<file path="src/rtl/mem_lsu_pkg.sv">
// mem_lsu_pkg: size and state encodings plus request-formatting helpers for the load/store unit
package mem_lsu_pkg;
  localparam logic [1:0] SZ_BYTE = 2'd0;
  localparam logic [1:0] SZ_HALF = 2'd1;
  localparam logic [1:0] SZ_WORD = 2'd2;
  localparam logic [1:0] ST_IDLE = 2'd0;
  localparam logic [1:0] ST_ADDR = 2'd1;
  localparam logic [1:0] ST_DATA = 2'd2;
  localparam logic [1:0] ST_DONE = 2'd3;
  // size 3 falls through to word
  function automatic logic [3:0] lsu_be(input logic [1:0] size, input logic [1:0] a);
    return size == SZ_BYTE ? 4'b0001 << a : size == SZ_HALF ? 4'b0011 << {a[1], 1'b0} : 4'hF;
  endfunction
  function automatic logic [31:0] lsu_wdata(input logic [1:0] size, input logic [31:0] w);
    return size == SZ_BYTE ? {4{w[7:0]}} : size == SZ_HALF ? {2{w[15:0]}} : w;
  endfunction
endpackage

</file>
<file path="src/rtl/lsu_load_align.sv">
// lsu_load_align: selects the load lane from a bus word and zero/sign-extends it
module lsu_load_align
  import mem_lsu_pkg::*;
(
  input  logic [31:0] rdata,
  input  logic [1:0]  a,
  input  logic [1:0]  size,
  input  logic        sign,
  output logic [31:0] res
);
  logic [7:0]  b;
  logic [15:0] h;
  // lane pick, then extension by access size
  always_comb begin
    b = rdata[8*a +: 8];
    h = a[1] ? rdata[31:16] : rdata[15:0];
    res = size == SZ_BYTE ? {{24{sign & b[7]}}, b} : size == SZ_HALF ? {{16{sign & h[15]}}, h} : rdata;
  end
endmodule

</file>
<file path="src/rtl/mem_lsu.sv">
// mem_lsu: MEM-stage load/store unit driving the data bus and MEM/WB load data; LSU_ALIGN_EXC_EN adds exc_ale_o
module mem_lsu
  import mem_lsu_pkg::*;
#(
  parameter int ADDR_W = 32,
  parameter int DATA_W = 32
) (
  input  logic              clk,
  input  logic              rst,
  input  logic              clear,
  input  logic              valid_i,
  input  logic              mem_rd_i,
  input  logic              mem_wr_i,
  input  logic [1:0]        size_i,
  input  logic              sign_ext_i,
  input  logic [ADDR_W-1:0] addr_i,
  input  logic [DATA_W-1:0] wdata_i,
  output logic              d_req_o,
  output logic              d_wr_o,
  output logic [3:0]        d_be_o,
  output logic [ADDR_W-1:0] d_addr_o,
  output logic [DATA_W-1:0] d_wdata_o,
  input  logic              d_addr_ok_i,
  input  logic              d_data_ok_i,
  input  logic [DATA_W-1:0] d_rdata_i,
  output logic              stall_o,
  output logic [DATA_W-1:0] ld_data_o
`ifdef LSU_ALIGN_EXC_EN
  ,
  output logic              exc_ale_o
`endif
);
  logic [1:0]        state, nxt, size_q, a_q;
  logic              sign_q, drop, access, go, cap;
  logic [DATA_W-1:0] ld_fmt;
  assign access = valid_i & (mem_rd_i | mem_wr_i) & ~clear;
`ifdef LSU_ALIGN_EXC_EN
  logic mis;
  assign mis = (size_i == SZ_HALF & addr_i[0]) | (size_i[1] & |addr_i[1:0]);
  assign exc_ale_o = state == ST_IDLE & access & mis;
  assign go = access & ~mis;
`else
  assign go = access;
`endif
  assign d_req_o = state == ST_ADDR;
  // rst gates stall so the whole output set reads zero while reset is held
  assign stall_o = ~rst & ((state == ST_IDLE & go) | state == ST_ADDR | state == ST_DATA);
  // clear in ADDR abandons the request; a flushed DATA access drains then skips DONE
  always_comb begin
    nxt = state == ST_IDLE ? (go ? ST_ADDR : ST_IDLE) :
          state == ST_ADDR ? (clear ? ST_IDLE : d_addr_ok_i ? (d_data_ok_i ? ST_DONE : ST_DATA) : ST_ADDR) :
          state == ST_DATA ? (d_data_ok_i ? ((drop | clear) ? ST_IDLE : ST_DONE) : ST_DATA) : ST_IDLE;
    cap = ~d_wr_o & d_data_ok_i & ~clear & ((state == ST_ADDR & d_addr_ok_i) | (state == ST_DATA & ~drop));
  end
  lsu_load_align u_align (
    .rdata(d_rdata_i),
    .a    (a_q),
    .size (size_q),
    .sign (sign_q),
    .res  (ld_fmt)
  );
  // state, latched request fields, drop flag and formatted load data
  always_ff @(posedge clk or posedge rst) begin
    if (rst) begin
      state     <= ST_IDLE;
      d_wr_o    <= 1'b0;
      d_be_o    <= '0;
      d_addr_o  <= '0;
      d_wdata_o <= '0;
      size_q    <= '0;
      a_q       <= '0;
      sign_q    <= 1'b0;
      drop      <= 1'b0;
      ld_data_o <= '0;
    end else begin
      state <= nxt;
      drop  <= state == ST_DATA & ~d_data_ok_i & (drop | clear);
      if (state == ST_IDLE && go) begin
        d_wr_o    <= mem_wr_i;
        d_be_o    <= lsu_be(size_i, addr_i[1:0]);
        d_addr_o  <= {addr_i[ADDR_W-1:2], 2'b00};
        d_wdata_o <= lsu_wdata(size_i, wdata_i);
        size_q    <= size_i;
        a_q       <= addr_i[1:0];
        sign_q    <= sign_ext_i;
      end
      if (cap) ld_data_o <= ld_fmt;
    end
  end
endmodule

</file>
<file path="config.mk">
export PLATFORM = sky130hd
export DESIGN_NAME = mem_lsu
export DESIGN_NICKNAME = d
export VERILOG_FILES = /design/src/rtl/mem_lsu_pkg.sv /design/src/rtl/lsu_load_align.sv /design/src/rtl/mem_lsu.sv
export SDC_FILE = /design/constraint.sdc
export NUM_CORES = 1
export LEC_CHECK = 0
export ABC_AREA = 1
export CAP_MARGIN = 25
export CELL_PAD_IN_SITES_DETAIL_PLACEMENT = 0
export CELL_PAD_IN_SITES_GLOBAL_PLACEMENT = 1
export CORE_ASPECT_RATIO = 1.75
export CORE_UTILIZATION = 31
export DETAILED_ROUTE_END_ITERATION = 12
export PLACE_DENSITY_LB_ADDON = 0.3
export SLEW_MARGIN = 20
export SYNTH_ARGS = -nofsm -noshare
export SYNTH_HDL_FRONTEND = slang
export SYNTH_SLANG_ARGS = --single-unit
</file>
<file path="constraint.sdc">
create_clock -name clk -period 3.4 [get_ports clk]
set_input_delay 0.34 -clock clk [delete_from_list [all_inputs] [get_ports clk]]
set_output_delay 0.34 -clock clk [all_outputs]
set_load 0.005 [all_outputs]
</file>
==> results.toml <==
[sta]
fin_setup_tns_ps = 0
period_share_pct = 63.29
worst_pin_slew_ps = 831.1
hold_viol_final = 0
slew_violations = 0
rsz0062_at_grt = "no"
setup_viol = 0
finalClockSkew_ps = 9.428
max_freq_mhz = 464.7
period_minus_slack_ps = 2152
max_slew_margin_pct = 44.59

[place]
dp_cells = 1151
hpwl_um = 12090
gp_congestion = 0.8028
numPortBuffers = 207

[setup_path]
crit_type = "register to primary output"
cp.required_ps = 3060
endpoint_kind = "primary output"
crit_top_cell = "inv_1"
cp.arrival_ps = 1810
r2r_start = "size_q[1]"
slowest_stage = "clkdlybuf4s50_1"
worstPathCellList = "inv_1 -> nor2_1 -> inv_1 -> a31oi_1 -> clkdlybuf4s50_1"
critPathMaxFanout = 4
crit_buf_inv = 3
crit_path_end = "stall_o"
max_stage_delay_ps = 530
crit_start = "state[0]"
start_kind = "register"
reg2reg_depth = 5
r2r_end = "ld_data_o[25]"
cpLargestDelayFamily = "buffers and inverters"
r2r_slack_ps = 1400
crit_cells = 5

[power]
leakage_nw = 3.931
peakVddDrop_uv = 401.7
p_per_area_nw_per_um2 = 794.5

[floorplan]
die-area_um2 = 18100
num_rows = 63
die_w_um = 102.1
core_area_um2 = 17030
dieHeight_um = 177.2
start_util_pct = 31.94
io_pins = 210

[cts]
clk_pin_slew_ps = 80
cts_resized = 0
cts.path.max_buffers = 2
hold_buffers = 0
cts_sinks = 107
cts_root_buf = "clkbuf_16"
postCtsSetupBuffers = 0
numCtsBuffers = 9
clk_latency_ps = 350
htreeDepth = 3
cts_tree = "built"

[route]
drcViolationCount = 0
via_per_inst = 4.455
first_iter_violations = 166
drt_pass1_iterations = 4
postRouteAntennaNets = 0
routedWlPerCell_um = 14.19
totalWireLength_um = 16570
num_vias = 5203

[logic_synthesis]
seq_area_frac_synth_pct = 49.23
synth.ff_latch_count = 107
ys_warn_count = 0
avgSynthCellArea_um2 = 7.281
syn-cell-area_um2 = 5439
syn_inst = 747
synth.distinct_cells = 28

[grt]
grt_overflow = 0
antenna_found_initial = 1
grt_pass1_wl_um = 26600
track_usage_pct = 19.14
first_global_vias = 5146
grt_start_max_net_pins = 78

[finish]
drive_above_1_share_pct = 4.149
area_growth_pct = 47.02
fin_cells = 1168
multi_input_area_um2 = 2350
nFillCells = 1795
fin_nets = 1042
regArea_um2 = 2678
fin_util_pct = 46.97

[hold_path]
worstHoldPathType = "input pin to async pin"

[run_status]
status = "finished clean"

[flow_run]
cap_viol_max_count = 0
## worst min-delay path by stage
stage	startpoint	to	slack, ps	cells past startpoint
after global routing	rst	d_wr_o	500	2
after CTS	rst	d_addr_o[14]	460	2
after floorplan	d_data_ok_i	drop	410	1
after global placement	ld_data_o[23]	ld_data_o[23]	460	2
after detailed placement	d_wdata_o[1]	d_wdata_o[1]	460	2
final	rst	d_addr_o[19]	440	2
## cell usage after synthesis
| cell type | count | share of area, % |
|---|---|---|
| a21oi_1 | 6 | 0.55 |
| a31oi_1 | 3 | 0.35 |
| nand3_1 | 57 | 5.2 |
| nor3b_1 | 1 | 0.14 |
| nor2_4 | 2 | 0.41 |
| inv_1 | 48 | 3.3 |
| o211ai_1 | 12 | 1.7 |
| o31ai_1 | 8 | 1.1 |
| nand2_1 | 371 | 26 |
| nor2_2 | 1 | 0.12 |
| buf_6 | 1 | 0.21 |
| nand4_2 | 1 | 0.23 |
| buf_1 | 1 | 0.069 |
| inv_2 | 4 | 0.28 |
| o21ai_0 | 21 | 1.9 |
| dfrtp_1 | 107 | 49 |
| o21a_1 | 8 | 1.1 |
| nand3_4 | 1 | 0.32 |
| buf_2 | 17 | 1.6 |
| clkbuf_1 | 12 | 0.83 |
| nand2_2 | 1 | 0.12 |
| conb_1 | 1 | 0.069 |
| o21bai_1 | 1 | 0.14 |
| nand3b_1 | 1 | 0.14 |
| nor2_1 | 47 | 3.2 |
| nand3_2 | 3 | 0.55 |
| or2_1 | 1 | 0.12 |
| buf_4 | 10 | 1.4 |
## worst register-to-register path, delay by kind of cell (launching register included)
kind	cells	cell delay [ps]
and+or+nand+nor	5	1250
DFF	1	690
## metrics by stage
stage / hold slack (ps) / area [um^2] / worst slack [ps] / power [mW]
after floorplan: 410.3 / 5443 / 242.8 / 3.607
after global placement: 461.2 / 7669 / 1167 / 5.249
after detailed placement: 463.6 / 7669 / 1176 / 5.256
after CTS: 456.7 / 7994 / 1222 / 6.467
after global routing: 504.4 / 7996 / 1158 / 6.882
final: 441.2 / 7996 / 1248 / 6.353
## routing by layer
| layer | track usage [%] | part of all wire, % | up-vias | wire length (um) |
|---|---|---|---|---|
| met1 | 21.77 | 40 | 2335 | 6549 |
| met4 | 6.429 | 1.8 | 0 | 301 |
| met5 | 0 | 0 | - | 0 |
| met3 | 6.517 | 7.9 | 16 | 1307 |
| met2 | 32.91 | 51 | 149 | 8410 |
| li1 | - | - | 2703 | - |
## final cells by class
cell class	count	share of cell area (%)
Timing Repair Buffer	217	27.01
Inverter	52	2.472
Multi-Input combinational cell	548	29.39
Antenna cell	1	0.03129
Clock inverter	6	1.205
Tap cell	227	3.552
Sequential cell	107	33.48
Clock buffer	10	2.863
## kinds of logic (layout without fill, tap and decap cells)
| family | Yosys count | in the layout | synth area share (%) |
|---|---|---|---|
| AOI/OAI and AO/OA | 59 | 59 | 6.833 |
| buffers and inverters | 93 | 285 | 7.637 |
| and+or+nand+nor | 487 | 487 | 36.23 |
| other | 1 | 3 | 0.06895 |
| DFF | 107 | 107 | 49.23 |
## sequential cells by signal (all words and copies together), names as in the netlist
| register | count |
|---|---|
| a_q | 2 |
| ld_data_o | 32 |
| sign_q | 1 |
| d_addr_o | 30 |
| d_wdata_o | 32 |
| d_wr_o | 1 |
| drop | 1 |
| state | 2 |
| size_q | 2 |
| d_be_o | 4 |
## placed cells by master (no fill, tap or decap)
cell	instances
inv_1	47
clkbuf_1	1
a21oi_1	6
nor2_1	47
inv_6	1
inv_2	4
buf_12	1
dfrtp_1	107
a31oi_1	3
o21ai_0	21
clkbuf_16	9
nor2_4	2
or2_1	1
nand3b_1	1
clkinvlp_4	1
nand3_1	57
nor3b_1	1
buf_4	9
o211ai_1	12
inv_4	1
clkdlybuf4s50_1	207
o21a_1	8
nand3_2	3
bufinv_16	2
o21bai_1	1
nand3_4	1
inv_8	1
clkinv_4	1
nand4_2	1
nor2_2	1
conb_1	2
diode_2	1
nand2_2	1
nand2_1	371
o31ai_1	8
## power breakdown
group / leakage [nW] / internal [mW] / switching [mW]
sequential: 1.33 / 1.87 / 0.384
clock: 0.155 / 0.656 / 0.508
combinational: 2.45 / 1.61 / 1.32
total: 3.93 / 4.14 / 2.21
Note: power is estimated with default switching activity, not from simulation.
